$ cat src/rtl/fetch_decode_pkg.sv
// Shared opcode constants, ALU encodings, controller states and the decode
// control bundle for the fetch/decode stage.
package fetch_decode_pkg;

  localparam logic [6:0] OP_RTYPE  = 7'b0110011;
  localparam logic [6:0] OP_IALU   = 7'b0010011;
  localparam logic [6:0] OP_LOAD   = 7'b0000011;
  localparam logic [6:0] OP_STORE  = 7'b0100011;
  localparam logic [6:0] OP_BRANCH = 7'b1100011;

  localparam logic [2:0] ALU_ADD = 3'b000;
  localparam logic [2:0] ALU_SUB = 3'b001;

  typedef enum logic [1:0] {
    S_RUN   = 2'd0,
    S_STALL = 2'd1,
    S_FLUSH = 2'd2
  } fetch_state_e;

  typedef struct packed {
    logic [2:0] alu_op;
    logic       reg_write;
    logic       mem_write;
    logic       mem_read;
    logic       mem_to_reg;
    logic       branch;
    logic       is_rtype;
    logic       is_load;
    logic       is_store;
    logic       is_branch;
    logic       illegal;
  } ctrl_t;

endpackage

$ cat src/rtl/instr_queue.sv
// Small power-of-two FIFO holding {pc, instruction} pairs between fetch and
// decode. Flush wins over push and pop in the same cycle.
module instr_queue #(
  parameter  int WIDTH = 32,
  parameter  int DEPTH = 2,
  localparam int PW    = $clog2(DEPTH)
) (
  input  logic             clk,
  input  logic             rst,
  input  logic             flush,
  input  logic             push,
  input  logic [WIDTH-1:0] push_data,
  input  logic             pop,
  output logic [WIDTH-1:0] head_data,
  output logic             empty,
  output logic [PW:0]      count
);

  logic [WIDTH-1:0] mem_q [DEPTH];
  logic [PW-1:0]    wr_q, wr_d, rd_q, rd_d;
  logic [PW:0]      cnt_q, cnt_d;

  always_comb begin
    wr_d  = wr_q;
    rd_d  = rd_q;
    cnt_d = cnt_q;
    if (flush) begin
      wr_d  = '0;
      rd_d  = '0;
      cnt_d = '0;
    end else begin
      if (push) wr_d = wr_q + PW'(1);
      if (pop)  rd_d = rd_q + PW'(1);
      cnt_d = cnt_q + (PW+1)'(push) - (PW+1)'(pop);
    end
  end

  always_ff @(posedge clk or posedge rst) begin
    if (rst) begin
      wr_q  <= '0;
      rd_q  <= '0;
      cnt_q <= '0;
    end else begin
      wr_q  <= wr_d;
      rd_q  <= rd_d;
      cnt_q <= cnt_d;
    end
  end

  // Storage needs no reset: an entry is only visible once count covers it.
  always_ff @(posedge clk) begin
    if (push && !flush) mem_q[wr_q] <= push_data;
  end

  assign head_data = mem_q[rd_q];
  assign empty     = (cnt_q == '0);
  assign count     = cnt_q;

endmodule

$ cat src/rtl/fetch_decode_stage.sv
// Instruction fetch with a small response queue, redirect flush and a
// combinational decoder on the queue head.
//
// state   | meaning
// S_RUN   | normal fetch, one request per cycle while capacity allows
// S_STALL | queue plus in-flight at capacity, waiting for a pop
// S_FLUSH | cycle after a redirect: drop the stale response, fetch new PC
module fetch_decode_stage
  import fetch_decode_pkg::*;
#(
  parameter  int XLEN       = 32,
  parameter  int IMEM_DEPTH = 1024,
  parameter  int QDEPTH     = 2,
  parameter  int RESET_PC   = 0,
  localparam int AW         = $clog2(IMEM_DEPTH)
) (
  input  logic            clk,
  input  logic            rst,
  output logic            imem_req,
  output logic [AW-1:0]   imem_addr,
  input  logic [XLEN-1:0] imem_rdata,
  input  logic            redirect_valid,
  input  logic [AW-1:0]   redirect_pc,
  output logic            dec_valid,
  input  logic            dec_ready,
  output logic [AW-1:0]   dec_pc,
  output logic [XLEN-1:0] dec_instr,
  output logic [2:0]      ALUop,
  output logic            reg_write,
  output logic            mem_write,
  output logic            mem_read,
  output logic            mem_to_reg,
  output logic            branch,
  output logic            is_rtype,
  output logic            is_itype_load,
  output logic            is_itype_store,
  output logic            is_branch,
  output logic            illegal
);

  localparam int CW = $clog2(QDEPTH) + 1;
  localparam int QW = XLEN + AW;

  fetch_state_e    state_q, state_d;
  logic            started_q, started_d;
  logic            inflight_q, inflight_d;
  logic [AW-1:0]   pc_q, pc_d, req_pc_q, req_pc_d;
  logic            q_empty, push, pop_fire, discard, cap_ok;
  logic [CW-1:0]   q_count;
  logic [CW:0]     occ;
  logic [QW-1:0]   q_head;
  logic [AW-1:0]   head_pc;
  logic [XLEN-1:0] head_instr;
  ctrl_t           ctrl;

  assign {head_pc, head_instr} = q_head;
  assign dec_valid = ~q_empty;
  assign pop_fire  = dec_valid & dec_ready;
  assign discard   = redirect_valid | (state_q == S_FLUSH);
  assign push      = inflight_q & ~discard;

  // Occupancy once this cycle's response lands and the head leaves; a new
  // request is safe only if its response will still find a free slot.
  assign occ       = {1'b0, q_count} + (CW+1)'(push) - (CW+1)'(pop_fire);
  assign cap_ok    = occ < (CW+1)'(QDEPTH);
  assign imem_req  = started_q & cap_ok;
  assign imem_addr = imem_req ? pc_q : '0;

  always_comb begin
    started_d  = 1'b1;
    inflight_d = imem_req;
    req_pc_d   = imem_req ? pc_q : req_pc_q;
    pc_d       = pc_q;
    if (redirect_valid)
      pc_d = redirect_pc;
    else if (imem_req)
      pc_d = (pc_q == AW'(IMEM_DEPTH - 1)) ? '0 : pc_q + AW'(1);
    state_d = state_q;
    if (redirect_valid) begin
      state_d = S_FLUSH;
    end else begin
      case (state_q)
        S_RUN:   if (!cap_ok) state_d = S_STALL;
        S_STALL: if (pop_fire) state_d = S_RUN;
        default: state_d = S_RUN;
      endcase
    end
  end

  always_ff @(posedge clk or posedge rst) begin
    if (rst) begin
      state_q    <= S_RUN;
      started_q  <= 1'b0;
      inflight_q <= 1'b0;
      pc_q       <= AW'(RESET_PC);
      req_pc_q   <= '0;
    end else begin
      state_q    <= state_d;
      started_q  <= started_d;
      inflight_q <= inflight_d;
      pc_q       <= pc_d;
      req_pc_q   <= req_pc_d;
    end
  end

  instr_queue #(
    .WIDTH (QW),
    .DEPTH (QDEPTH)
  ) u_queue (
    .clk       (clk),
    .rst       (rst),
    .flush     (redirect_valid),
    .push      (push),
    .push_data ({req_pc_q, imem_rdata}),
    .pop       (pop_fire),
    .head_data (q_head),
    .empty     (q_empty),
    .count     (q_count)
  );

  always_comb begin
    ctrl = '0;
    if (dec_valid) begin
      case (head_instr[6:0])
        OP_RTYPE: begin
          ctrl.is_rtype  = 1'b1;
          ctrl.reg_write = 1'b1;
          ctrl.alu_op    = head_instr[14:12];
        end
        OP_IALU: begin
          ctrl.reg_write = 1'b1;
          ctrl.alu_op    = head_instr[14:12];
        end
        OP_LOAD: begin
          ctrl.is_load    = 1'b1;
          ctrl.reg_write  = 1'b1;
          ctrl.mem_read   = 1'b1;
          ctrl.mem_to_reg = 1'b1;
          ctrl.alu_op     = ALU_ADD;
        end
        OP_STORE: begin
          ctrl.is_store  = 1'b1;
          ctrl.mem_write = 1'b1;
          ctrl.alu_op    = ALU_ADD;
        end
        OP_BRANCH: begin
          ctrl.is_branch = 1'b1;
          ctrl.branch    = 1'b1;
          ctrl.alu_op    = ALU_SUB;
        end
        default: ctrl.illegal = 1'b1;
      endcase
    end
  end

  assign dec_pc         = dec_valid ? head_pc : '0;
  assign dec_instr      = dec_valid ? head_instr : '0;
  assign ALUop          = ctrl.alu_op;
  assign reg_write      = ctrl.reg_write;
  assign mem_write      = ctrl.mem_write;
  assign mem_read       = ctrl.mem_read;
  assign mem_to_reg     = ctrl.mem_to_reg;
  assign branch         = ctrl.branch;
  assign is_rtype       = ctrl.is_rtype;
  assign is_itype_load  = ctrl.is_load;
  assign is_itype_store = ctrl.is_store;
  assign is_branch      = ctrl.is_branch;
  assign illegal        = ctrl.illegal;

endmodule

$ cat config.mk
export PLATFORM = sky130hd
export DESIGN_NAME = fetch_decode_stage
export DESIGN_NICKNAME = d
export VERILOG_FILES = /design/src/rtl/fetch_decode_pkg.sv /design/src/rtl/instr_queue.sv /design/src/rtl/fetch_decode_stage.sv
export SDC_FILE = /design/constraint.sdc
export NUM_CORES = 1
export LEC_CHECK = 0
export ABC_AREA = 1
export ABC_CLOCK_PERIOD_IN_PS = 5500
export CORE_ASPECT_RATIO = 1.4
export CORE_UTILIZATION = 49
export CTS_CLUSTER_DIAMETER = 200
export DETAILED_ROUTE_END_ITERATION = 6
export GPL_TIMING_DRIVEN = 0
export PLACE_DENSITY = 0.77
export SETUP_SLACK_MARGIN = 0.05
export SYNTH_ARGS = -nofsm -noshare
export SYNTH_HDL_FRONTEND = slang
export SYNTH_HIERARCHICAL = 1
export SYNTH_SLANG_ARGS = --single-unit
$ cat constraint.sdc
create_clock -name clk -period 5.5 [get_ports clk]
set_input_delay 0.825 -clock clk [delete_from_list [all_inputs] [get_ports clk]]
set_output_delay 0.825 -clock clk [all_outputs]
set_load 0.02 [all_outputs]
# == Word level (Yosys, flattened, before mapping) ==
# Memories as Yosys holds them, arrays and structs flattened.
# Index checks and enable logic that the tools add are counted.
# word_totals
regBits,28
ramBits,84
inputBits,46
out_inout_bits,67
word_cells,70
n_memories,1
# op_classes
addsub,7
n_lt_le_gt_ge,1
n_eq_ne,10
muxes,26
bitwise,6
n_reduce_logical,11
# mem_list
memory,words,width,rd,rd_clocked_by_memory_dff,wr,line,rtl
u_queue.mem_q,2,42,1,0,1,instr_queue.sv:19,logic [WIDTH-1:0] mem_q [DEPTH];
# op_table
operator,n
$mux W10,5
$mux W32,1
$eq A7 B6 Y1 const B,2
$mux W13,1
$mux W1,12
$add A10 B1 Y10 const B,1
$eq A10 B10 Y1 const B,1
$mux W2,5
$eq A7 B2 Y1 const B,1
$eq A7 B5 Y1 const B,1
$eq A7 B7 Y1 const B,1
$ne A3 B3 Y1 const B,2
$pmux W3 S2,1
$reduce_bool A2 Y1,3
$reduce_or A5 Y1,1
$logic_not A2 Y1,2
$pmux W2 S2,1
$add A2 B1 Y3,1
$and A1 B1 Y1,3
$lt A3 B2 Y1 const B,1
$reduce_or A3 Y1,1
$sub A3 B1 Y3,1
$add A1 B1 Y1 const B,2
$add A2 B1 Y2,1
9 further kinds,10

# == Depth between registers and ports, before layout ==
# logic_depth
depth_word,10
mapped_depth,17
ltp_nobuf,15

# == By module ==
# The synthesis kept the hierarchy.
# modules_own_cells
mod,instances,cells_each,area_each_um2,seq_area_each_um2
instr_queue,1,160,3448.3,2622.5
fetch_decode_stage,1,288,1814.2,600.6

# == Least setup slack after synthesis ==
# No wires, ideal clock.
# synth_timing
path_kind,input to register
from,input port redirect_valid
to,"memory u_queue/mem_q[0][0] (netlist bit), enable pin"
t_arrival_ns,3.229
required_ns,5.059
slack_ns,1.830
cell_stages,6
path_buffers,1
path_cell_list,inv_2 -> buf_2 -> nand2_1 -> a21oi_1 -> nand2_1 -> nor2_1
# synth_between
elab_chain_cells,6
elab_cells_between_ends,7
# synth_rtl
element,line,rtl
start: declaration,fetch_decode_stage.sv:22,"input logic redirect_valid,"
$or A1 B1 Y1,fetch_decode_stage.sv:59,assign discard = redirect_valid | (state_q == S_FLUSH);
$not A1 Y1,fetch_decode_stage.sv:60,assign push = inflight_q & ~discard;
$and A1 B1 Y1,fetch_decode_stage.sv:60,
net push,fetch_decode_stage.sv:48,"logic q_empty, push, pop_fire, discard, cap_ok;"
$logic_and A1 B1 Y1,instr_queue.sv:52,if (push && !flush) mem_q[wr_q] <= push_data;
$mux W1,instr_queue.sv:52,
$mux W1 (not written as such),instr_queue.sv:52,
end: declaration,instr_queue.sv:19,
# The timed path passes the listed nets, and every way through them passes these cells.

# == Worst setup path after layout ==
# layout_timing
from,input port redirect_valid
to,output port imem_addr[3]
# layout_between
elab_chain_cells,8
# layout_rtl
element,line,rtl
$or A1 B1 Y1,fetch_decode_stage.sv:59,
$not A1 Y1,fetch_decode_stage.sv:60,
$and A1 B1 Y1,fetch_decode_stage.sv:60,
net push,fetch_decode_stage.sv:48,
$add A2 B1 Y3,fetch_decode_stage.sv:64,"assign occ = {1'b0, q_count} + (CW+1)'(push) - (CW+1)'(pop_fire);"
$sub A3 B1 Y3,fetch_decode_stage.sv:64,
$lt A3 B2 Y1,fetch_decode_stage.sv:65,assign cap_ok = occ < (CW+1)'(QDEPTH);
$and A1 B1 Y1,fetch_decode_stage.sv:66,assign imem_req = started_q & cap_ok;
$mux W10,fetch_decode_stage.sv:67,assign imem_addr = imem_req ? pc_q : '0;
end: declaration,fetch_decode_stage.sv:20,"output logic [AW-1:0] imem_addr,"
# The timed path passes the listed nets, and every way through them passes these cells.

==> impl_metrics.ini <==
[placed_design]
preCtsSetupSlack_ns = 0.4440
dpl.cell_count = 700
place.detailed.hpwl_mm = 7.426
io_buffers = 112
finalWeightedCongestion = 0.9066

[worst_setup_path]
cp-start-kind = input pin
worst-path-max-fanout = 11
crit_type = input pin to output port
crit_path_cell_trace = clkdlybuf4s50_1, inv_2, buf_2, nand2_1, a21oi_1, nand2_1, fa_1, nand4_4, inv_1, buf_4, nand2_1, inv_1, clkdlybuf4s50_1
max_stage_delay_ns = 0.63
worst_ep_arrival_time_ns = 4.20
timing.critical_path.to_type = output port
cpMostUsedCell = nand2_1
crit_slowest_cell = clkdlybuf4s50_1
worst-endpoint-required_ns = 4.68

[drt]
via_count = 3446
remaining_routing_drc_violations = 0
vias_per_cell = 4.813
drt_iter0_drc = 138
wl_mm = 10.15
first_pass_iters = 5
drt.antenna.violating_nets = 0
wl_per_cell_um = 14.18

[pwr]
p_leak_nw = 3.007
irDropWorstVdd_uv = 237.4
design_power_total_mw = 3.107
power_density_nw_per_um2 = 449.7

[outcome]
outcome = completed

[timing]
rsz0062_at_grt = no
clock-skew-final_ns = 0.009138
tns_ns = 0
worst_hold_slack_ns = 0.4320
slew_violations = 0
timing.max_slew.rel_slack_pct = 38.06
layout_setup_ws_ns = 0.4737
fmaxAchievable_ghz = 0.1990
report.final.setup_viol = 0
layout_min_cycle_time_ns = 5.026
worst_slew_pin_slew_ns = 0.9281
report.final.hold_viol_count = 0
final.period_utilization_pct = 91.39

[hold_path]
hp-class = register to register

[clocking]
clk_path_buf_depth = 2
tritoncts = built
numClockSinks = 112
postCtsResizedCells = 0
clkLatencyLatePin_ns = 0.34
cts_hold_buffers = 0
clkSlewWorstSetupHoldPaths_ns = 0.07
cts.root.buffer_cell = clkbuf_16
cts_setup_buffers = 0
cts_buffers = 9
htree_num_levels = 3

[global_route]
track_usage_pct = 19.41
first_global_vias = 3401
grt_antenna_before_repair = 0
globalRouteOverflowTotal = 0
grt_first_pass_wirelength_mm = 16.15
grt_start_max_net_pins = 34

[synthesis]
syn-mean-instance-area_sq_um = 11.75
syn-instance-count = 448
yosysWarnings = 6
postSynth.asyncResetShare_pct = 25.00
syn-cell-area_sq_um = 5263
ys_ff_latch = 112
synth_seq_area_share_pct = 61.25
synthDistinctLibCells = 33
synthFlopType = edfxtp_1
syn_nets = 499
number_of_synthesized_flops_with_an_enable_pin = 84

[floorplan]
coreArea_sq_um = 10410
die_width_um = 89.59
floorplan.die.height_um = 124.6
num_rows = 44
die_area_sq_um = 11160
pin_count = 113
initial_core_util_pct = 50.58

[layout]
final-instance-count-excl-fill = 716
design.final.nets = 624
layout-drive-gt1-share_pct = 15.40
commonest_non_fill_non_tap_cells_in_the_layout = 112 x clkdlybuf4s50_1, 84 x edfxtp_1, 81 x inv_1, 71 x nand2_1, 55 x nor2_1
areaGrowthSynthToFinish_pct = 31.29
diode_insertion_count_for_antenna_repair = 0
layout_commonest_cell = clkdlybuf4s50_1
fillCellCount = 757

[flow_run]
drv_cap = 0
==> layer usage <==
| layer | track usage, % | vias up | routed length, um |
|---|---|---|---|
| met1 | 22.37 | 1601 | 3928 |
| met3 | 2.982 | 17 | 610 |
| li1 | - | 1697 | - |
| met2 | 34.05 | 131 | 5359 |
| met5 | 0 | - | 0 |
| met4 | 9.337 | 0 | 255 |
==> synth_stat cells (2+ instances only) <==
master	n	area, sq um
nor2_4	2	22.52
inv_2	2	7.510
dfrtp_1	28	700.7
mux2_2	4	45.04
nand2_1	71	266.5
xor2_1	2	17.52
ha_1	4	50.05
nor2_1	57	214.0
clkbuf_1	5	18.77
o21ai_0	4	20.02
nand4_4	2	42.54
buf_2	5	25.02
a21oi_1	3	15.01
buf_4	5	37.54
nand2_2	2	12.51
inv_1	81	304.0
buf_12	4	80.08
mux2_4	38	570.6
nand4_1	3	18.77
nand3_1	30	150.1
edfxtp_1	84	2522
==> flip-flops by register name, summed over array words and instances, names as in the netlist <==
name	cells
state_q	2
u_queue/mem_q	84
u_queue/count	2
pc_q	10
u_queue/wr_q	1
inflight_q	1
started_q	1
u_queue/rd_q	1
req_pc_q	10
==> stage by stage <==
step / instance area [sq um] / util, %
CTS: 6909 / 66.40
floorplan: 5263 / -
global placement: 6556 / 63.01
global route: 6909 / 66.40
finish: 6909 / 66.40
detailed placement: 6611 / 63.54
==> power breakdown <==
group / internal (mW) / switching, mW
clock: 0.365 / 0.279
combinational: 0.611 / 0.725
sequential: 1.04 / 0.0907
total: 2.01 / 1.09
==> cell families (layout without fill, tap and decap cells) <==
| family | after synthesis | count (layout) | share of synthesized area, % |
|---|---|---|---|
| buffers and inverters | 103 | 233 | 9.201 |
| DFF | 112 | 112 | 61.25 |
| other | 1 | 1 | 0.07126 |
| adders and majority gates | 5 | 5 | 1.331 |
| xor gates and xnor gates | 2 | 2 | 0.3329 |
| and+or+nand+nor | 172 | 172 | 14.81 |
| muxes | 42 | 42 | 11.70 |
| AOI/OAI and AO/OA | 11 | 11 | 1.308 |
==> final cells by class <==
type	count	area, sq um	share of cell area, %
Clock buffer	11	242.7	3.513
Multi-Input combinational cell	233	1570	22.73
Timing Repair Buffer	114	1161	16.81
Buffer	20	172.7	2.499
Clock inverter	5	55.05	0.7968
Tap cell	138	172.7	2.499
Inverter	83	311.5	4.509
Sequential cell	112	3223	46.65
==> path summary, 6_finish.rpt <==
path                            slack (ns)                to        startpoint  cells after the start
worst max register to register        2.63           pc_q[4]  u_queue/count[1]                     16
worst min-delay path                  0.43        state_q[0]        state_q[1]                      1
worst max-delay path                  0.47      imem_addr[3]    redirect_valid                     13
worst min register to register        0.43        state_q[0]        state_q[1]                      1
max in group asynchronous             3.88       req_pc_q[2]               rst                      2
min in group asynchronous             0.74  u_queue/count[0]               rst                      2
==> worst max-delay path, delay by kind of cell <==
kind                     cells  cell delay (ns)
adder cells (fa/ha/maj)      1             0.58
AO/OA/AOI/OAI                1             0.31
AND/OR/NAND/NOR              4             0.47
buffers and inverters        7             2.01
Power figures use the tool's default switching activity.
